--- src/rtl/imem_fetch_pkg.sv ---
// imem_fetch_pkg: shared state encoding and Sysbus constants for the instruction line fetcher.
`ifndef SYSBUS_MEMORY
`define SYSBUS_MEMORY 4'h1
`endif
package imem_fetch_pkg;
    typedef enum logic [2:0] {IDLE, REQ, RESP, HOLD, DONE} state_t;
    localparam int LINE_BYTES = 64;
    localparam logic [12:0] FETCH_TAG = {1'b1, `SYSBUS_MEMORY, 8'h00};
endpackage

--- src/rtl/imem_line_fetch_fifo.sv ---
// beat_fifo: registered-write FIFO; a push becomes visible at head on the following cycle.
module beat_fifo #(
    parameter int WIDTH = 64,
    parameter int DEPTH = 16,
    localparam int AW = $clog2(DEPTH)
) (
    input  logic             clk,
    input  logic             reset,
    input  logic             push,
    input  logic             pop,
    input  logic [WIDTH-1:0] wdata,
    output logic [WIDTH-1:0] head,
    output logic             full,
    output logic             empty,
    output logic [AW:0]      count
);
    logic [WIDTH-1:0] mem [DEPTH];
    logic [AW-1:0] wr_ptr, rd_ptr;
    logic do_push, do_pop;
    assign do_pop = pop && !empty;
    assign do_push = push && (!full || do_pop);
    assign full = count == (AW+1)'(DEPTH);
    assign empty = count == '0;
    assign head = mem[rd_ptr];
    always_ff @(posedge clk) begin
        if (reset) begin
            wr_ptr <= '0;
            rd_ptr <= '0;
            count <= '0;
        end else begin
            if (do_push) begin
                mem[wr_ptr] <= wdata;
                wr_ptr <= wr_ptr + AW'(1);
            end
            if (do_pop) rd_ptr <= rd_ptr + AW'(1);
            count <= count + (AW+1)'(do_push) - (AW+1)'(do_pop);
        end
    end
endmodule

--- src/rtl/imem_line_fetch.sv ---
// imem_line_fetch: PC-driven Sysbus line reader that feeds the fetch stage one 32-bit half per enabled cycle.
module imem_line_fetch
    import imem_fetch_pkg::*;
#(
    parameter int BUS_DATA_WIDTH = 64,
    parameter int BUS_TAG_WIDTH = 13,
    parameter int BEATS_PER_LINE = 8,
    parameter int FIFO_DEPTH = 16
) (
    input  logic                      clk,
    input  logic                      reset,
    input  logic [63:0]               entry,
    input  logic                      stall,
    output logic                      bus_reqcyc,
    output logic [63:0]               bus_req,
    output logic [BUS_TAG_WIDTH-1:0]  bus_reqtag,
    input  logic                      bus_reqack,
    input  logic                      bus_respcyc,
    input  logic [BUS_DATA_WIDTH-1:0] bus_resp,
    output logic                      bus_respack,
    output logic                      fetch_en,
    output logic [BUS_DATA_WIDTH-1:0] data,
    output logic                      end_of_cycle
);
    localparam int CW = $clog2(FIFO_DEPTH) + 1;
    state_t state;
    logic [63:0] pc;
    logic [2:0] skip, beat_cnt;
    logic half, done, eoc, hit, done_nxt, push, pop, empty, full, last_beat, room;
    logic [BUS_DATA_WIDTH-1:0] head, data_q;
    logic [CW-1:0] count, cnt_nxt;
    logic [31:0] word;
    logic unused_ok;

    beat_fifo #(.WIDTH(BUS_DATA_WIDTH), .DEPTH(FIFO_DEPTH)) u_fifo (
        .clk(clk),
        .reset(reset),
        .push(push),
        .pop(pop),
        .wdata(bus_resp),
        .head(head),
        .full(full),
        .empty(empty),
        .count(count)
    );

    assign unused_ok = ^{entry[2:0], full};
    assign fetch_en = !empty && !stall && !done;
    assign word = half ? head[63:32] : head[31:0];
    assign hit = fetch_en && word == 32'h0;
    assign done_nxt = done || hit;
    assign pop = fetch_en && half;
    assign push = state == RESP && bus_respcyc && beat_cnt >= skip;
    assign last_beat = beat_cnt == 3'(BEATS_PER_LINE - 1);
    // Occupancy after this cycle's write and pop decides whether another full line fits.
    assign cnt_nxt = count + CW'(push) - CW'(pop);
    assign room = cnt_nxt <= CW'(FIFO_DEPTH - BEATS_PER_LINE);
    assign bus_reqcyc = state == REQ;
    assign bus_req = pc;
    assign bus_reqtag = BUS_TAG_WIDTH'(FETCH_TAG);
    assign bus_respack = bus_respcyc && (state == RESP || state == DONE);
    assign data = fetch_en ? head : data_q;
    assign end_of_cycle = eoc;

    always_ff @(posedge clk) begin
        if (reset) begin
            state <= IDLE;
            pc <= '0;
            skip <= '0;
            beat_cnt <= '0;
            half <= 1'b0;
            done <= 1'b0;
            eoc <= 1'b0;
            data_q <= '0;
        end else begin
            eoc <= hit;
            done <= done_nxt;
            data_q <= data;
            if (fetch_en) half <= !half;
            case (state)
                IDLE: begin
                    pc <= {entry[63:6], 6'b0};
                    skip <= entry[5:3];
                    state <= REQ;
                end
                REQ: begin
                    // Once the terminating word is seen no further line is wanted.
                    if (done_nxt) state <= DONE;
                    else if (bus_reqack) begin
                        state <= RESP;
                        beat_cnt <= '0;
                    end
                end
                RESP: begin
                    if (bus_respcyc) begin
                        beat_cnt <= beat_cnt + 3'd1;
                        if (last_beat) begin
                            pc <= pc + 64'(LINE_BYTES);
                            skip <= '0;
                            state <= done_nxt ? DONE : room ? REQ : HOLD;
                        end
                    end
                end
                HOLD: state <= done_nxt ? DONE : room ? REQ : HOLD;
                default: state <= DONE;
            endcase
        end
    end
endmodule

--- config.mk ---
export PLATFORM = sky130hd
export DESIGN_NAME = imem_line_fetch
export DESIGN_NICKNAME = d
export VERILOG_FILES = /design/src/rtl/imem_fetch_pkg.sv /design/src/rtl/imem_line_fetch_fifo.sv /design/src/rtl/imem_line_fetch.sv
export SDC_FILE = /design/constraint.sdc
export NUM_CORES = 1
export LEC_CHECK = 0
export ABC_AREA = 1
export CAP_MARGIN = 5
export CORE_AREA = 2 2 450 452
export DETAILED_ROUTE_END_ITERATION = 7
export DIE_AREA = 0 0 452 454
export HOLD_SLACK_MARGIN = 0.15
export SLEW_MARGIN = 20
export SYNTH_ARGS = -nofsm -noshare
export SYNTH_HDL_FRONTEND = slang
export SYNTH_SLANG_ARGS = --single-unit
export TNS_END_PERCENT = 5
--- constraint.sdc ---
create_clock -name clk -period 7.74 [get_ports clk]
set_clock_uncertainty 0.2 [all_clocks]
set_input_delay 0.774 -clock clk [delete_from_list [all_inputs] [get_ports clk]]
set_output_delay 0.774 -clock clk [all_outputs]
set_load 0.1 [all_outputs]
Word level (Yosys, flattened, before mapping)
Memory sizes are Yosys's and may differ from the RTL's. A register that Yosys moved wholly into a read port is not among the register bits.
Cells that the tools add are included.
{"block": "word_totals", "regBits": 153, "ramBits": 1024, "input_bits": 133, "output_inout_bits": 145, "elab_cells": 82, "memories": 1}
{"name": "u_fifo.mem", "depth": 16, "width": 64, "read_ports": 1, "rd_ports_with_merged_regs": 1, "write_ports": 1, "line": "imem_line_fetch_fifo.sv:17", "source": "logic [WIDTH-1:0] mem [DEPTH];"}
{"block": "op_classes", "n_addsub": 8, "magnitude_cmp": 2, "eq_ne": 11, "n_mux": 24, "n_reduce_logical": 25}
{"op": "$mux W64", "n": 3}
{"op": "$pmux W64 S2", "n": 1}
{"op": "$add A64 B7 Y64 const B", "n": 1}
{"op": "$logic_not A32 Y1", "n": 1}
{"op": "$mux W32", "n": 1}
{"op": "$mux W3", "n": 10}
{"op": "$pmux W3 S2", "n": 2}
{"op": "$pmux W3 S4", "n": 1}
{"op": "$add A5 B1 Y5", "n": 2}
{"op": "$sub A5 B1 Y5", "n": 2}
{"op": "$logic_and A1 B1 Y1", "n": 9}
{"op": "$add A4 B1 Y4 const B", "n": 2}
{"op": "$mux W4", "n": 2}
{"op": "$eq A3 B2 Y1 const B", "n": 2}
{"op": "$eq A3 B3 Y1 const B", "n": 2}
{"op": "$ne A2 B2 Y1 const B", "n": 3}
{"op": "$reduce_and A3 Y1", "n": 2}
{"op": "$eq A5 B5 Y1 const B", "n": 1}
{"op": "$le A5 B4 Y1 const B", "n": 1}
{"op": "$logic_not A1 Y1", "n": 5}
{"op": "$logic_not A5 Y1", "n": 1}
{"op": "$reduce_and A4 Y1", "n": 1}
{"op": "$reduce_bool A2 Y1", "n": 2}
{"op": "$add A3 B1 Y3 const B", "n": 1}
{"op": "8 further kinds", "n": 12}

Depth between registers and ports, before layout
{"block": "logic_depth", "ltp_word": 12, "ltp_mapped": 21, "ltp_nobuf": 19}

By module
A second synthesis with hierarchy kept.
{"block": "hier_totals", "cells_unflattened": 5590, "area_unflattened_um2": 53162.2}
{"mod": "beat_fifo", "n_inst": 1, "cells_each": 4255, "area_per_inst_um2": 44752.9, "seq_area_each_um2": 31089.8}
{"mod": "imem_line_fetch", "n_inst": 1, "cells_each": 1335, "area_per_inst_um2": 8409.3, "seq_area_each_um2": 2682.6}

Worst setup path before layout
Ideal clock, no wire load.
{"block": "synth_timing", "path_type": "input to register", "start": "input port stall", "end": "memory u_fifo.mem[11][0] (enable)", "setup_ps": 564, "t_arrival_ps": 6098, "t_required_ps": 6976, "slack_ps": 878, "path_stages": 7, "n_path_buf": 0, "cell_sequence": "inv_1 -> nand3_1 -> nor2_1 -> inv_1 -> a31oi_2 -> nand3_1 -> nor3_1"}
{"block": "synth_via", "elab_chain_cells": 10}
{"item": "start: declaration", "line": "imem_line_fetch.sv:13", "source": "input logic stall,"}
{"item": "$logic_not A1 Y1", "line": "imem_line_fetch.sv:48", "source": "assign fetch_en = !empty && !stall && !done;"}
{"item": "$logic_and A1 B1 Y1 (2 in series)", "line": "imem_line_fetch.sv:48"}
{"item": "$logic_and A1 B1 Y1", "line": "imem_line_fetch.sv:52", "source": "assign pop = fetch_en && half;"}
{"item": "$logic_and A1 B1 Y1", "line": "imem_line_fetch_fifo.sv:20", "source": "assign do_pop = pop && !empty;"}
{"item": "net u_fifo.do_pop", "line": "imem_line_fetch_fifo.sv:19", "source": "logic do_push, do_pop;"}
{"item": "$logic_or A1 B1 Y1", "line": "imem_line_fetch_fifo.sv:21", "source": "assign do_push = push && (!full || do_pop);"}
{"item": "$logic_and A1 B1 Y1", "line": "imem_line_fetch_fifo.sv:21"}
{"item": "net u_fifo.do_push", "line": "imem_line_fetch_fifo.sv:19"}
{"item": "$mux W1", "line": "imem_line_fetch_fifo.sv:31", "source": "if (do_push) begin"}
{"item": "$mux W1", "line": "imem_line_fetch_fifo.sv:26", "source": "if (reset) begin"}
{"item": "$mux W1 (implied by the code)", "line": "imem_line_fetch_fifo.sv:32", "source": "mem[wr_ptr] <= wdata;"}
{"item": "end: declaration", "line": "imem_line_fetch_fifo.sv:17"}
The timed path passes the listed nets, and every way through them passes these cells.

==> qor.yml <==
status: "complete, no violations"
die_w_um: 452
tns_ns: 0
ys_types: 43
fin_crit_ns: 6.238
grtUsageTotal_pct: 13.93
reg2reg_depth: 15
dpl.hpwl_um: 81470
cp_common_cell: "nand2_1"
initial_utilization_pct: 24.83
synth_area_leader_cell: "edfxtp_1"
synth_edf_count: 1024
min_to: "data_q[60]"
setup-violations-final: 0
p_per_area_nw_per_um2: 337.9
syn_area_per_cell_um2: 10.51
die_height_um: 454
initialDrtViolationCount: 3323
drc: 0
clock-root-buffer: "clkbuf_16"
p_total_uw: 19940
maxCapViolCount: 0
critPathMaxStageDelay_ns: 1.12
syn_inst: 4744
leakage_uw: 0.02066
io_buffers: 255
slowest_stage: "clkdlybuf4s50_1"
tritoncts: "built"
wl_um: 147200
timing.rr.end: "beat_cnt[1]"
ys_async_sr_fraction_pct: 0
ios: 278
maxSlewViolCount: 0
reg2reg_slack_ns: 2.74
fmax_ghz: 0.1603
nNetsFinal: 5059
cp_cell_sequence: "clkinv_8, buf_12, nand2_1, nand3_1, nand3_1, nand3_1, nand2_1, nand2_1, nand2_1, clkdlybuf4s50_1"
grt_max_degree: 238
worstMarginPinSlew_ns: 1.245
clockBufferDepth: 3
coreArea_um2: 200900
avgRoutedWirePerCell_um: 19.16
cts.sinks: 1175
synth_area_um2: 49870
cts_setup_buffers: 0
multi_input_area_um2: 13690
rows: 165
grt-ovfl-total: 0
hold_class: "flop to flop"
ys_warn_count: 0
dr.pass1.iters: 6
cp-end-kind: "output pin"
antenna_found_initial: 29
vdd_drop_max_mv: 0.2795
syn_to_final_growth_pct: 18.36
hold_path_depth: 2
routed-via-count: 34567
final_hold_viol_count: 0
detail-route-antenna-nets: 0
yosysMostFrequentCell: "nand2_1"
fill_cells: 20408
synth_ff_type: "edfxtp_1"
ys_ff_latch: 1175
gp_congestion: 0.8657
clk_pin_slew_ns: 0.06
ys_top_cells_by_area: "edfxtp_1, nand2_1, dfxtp_1"
stdcell_area_um2: 59030
start_kind: "flop"
whs_ns: 0.2683
seqCellArea_um2: 33790
viasPerCell: 4.500
dieArea_um2: 205200
drive_above_1_share_pct: 5.556
crit_type: "flop to output pin"
synth_top_area_share_pct: 61.66
synth_top_cells_by_count: "nand2_1, edfxtp_1, nor2_1, nand3_1, o21ai_0"
place_area_um2: 55060
cts_max_level: 3
ctsResizeCount: 0
min_period_over_period_pct: 80.60
cts_hold_buf: 0
cts_buffers: 118
worstPathArrival_ns: 5.26
required_ns: 6.77
grt_first_pass_wirelength_um: 216300
max-slew-margin-rel_pct: 17.03
yosysSeqAreaShare_pct: 67.72
cp_max_fo: 220
rsz0062_at_grt: "no"
worstSkewPairLatency_ns: 0.77
grt_pass1_vias: 32892
hp-start: "data_q[60]"
[cell usage in the layout, fill, tap and decap left out, drive strengths merged, types with 13 or more instances in the layout]
cell type and n:
nand2 1033, clkdlybuf4s50 254, dfxtp 151, buf 56
o211ai 108, clkbuf 142, ha 20, a21oi 154
o21ai 348, nand4 13, conb 19, nor3 41
inv 304, nor2 704, xor2 33, clkinv 62
bufinv 13, edfxtp 1024, nand3 468
[metal layers]
metal / GRT usage [%] / up-vias / wire (µm)
met2: 24.44 / 1090 / 73100
met3: 2.303 / 244 / 8782
met1: 17.02 / 16696 / 60270
met4: 5.398 / 18 / 4947
li1: - / 16519 / -
met5: 0 / - / 123
[where the power goes]
| part | switching, µW | internal, µW |
|---|---|---|
| Combinational | 5080 | 1560 |
| Sequential | 333 | 7190 |
| Clock | 2510 | 3280 |
[how the worst max path moves through the flow]
stage                     startpoint                 to  slack [ns]
after global routing            flop           data[29]        1.22
after CTS                       flop           data[17]        1.53
after floorplan                stall  u_fifo.mem[11][0]        0.88
after global placement         stall           data[37]        2.33
after detailed placement       stall           data[13]        2.26
final                           flop           data[27]        1.50
[sequential cells by signal, indices dropped and copies added, names as in the netlist, named ones only]
name / count
beat_cnt: 3
bus_req: 58
data_q: 64
done: 1
end_of_cycle: 1
half: 1
skip: 3
state: 3
u_fifo.count: 5
u_fifo.mem: 1024
u_fifo.rd_ptr: 4
u_fifo.wr_ptr: 4
[worst max-delay path: cells and delay by family, from the launching register on]
family / cells / cell delay [ns]
flops: 1 / 0.80
simple gates: 7 / 0.90
buf+inv: 3 / 2.43
[layout make-up]
type	count	area share [%]
diodes	6	0.02544
multi-input cells	2995	23.19
flip-flops and latches	1175	57.24
clock buffers	142	5.208
repair buffers	310	5.251
inverters	304	1.976
clock inverters	78	1.446
well taps	2672	5.664
[through the flow]
stage                     setup slack, ns  cells  utilization [%]
final                               1.502   7682            29.38
after global routing                1.221   7682            29.38
after CTS                           1.526   7675            29.36
after detailed placement            2.259   7455            27.41
after global placement              2.331   7455            27.41
after floorplan                    0.8778   4761                -
[kinds of logic (layout without fill, tap and decap cells)]
kind of cell / Yosys count / count (layout) / synth area share [%]
AND/OR/NAND/NOR: 2281 / 2281 / 18.71
flip-flops: 1175 / 1175 / 67.72
AO/OA/AOI/OAI: 629 / 629 / 6.960
buffers and inverters: 591 / 834 / 5.246
XOR/XNOR: 44 / 44 / 0.7727
adder cells (fa/ha/maj): 22 / 22 / 0.5821
other: 2 / 25 / 0.01506
Power figures use the tool's default switching activity.
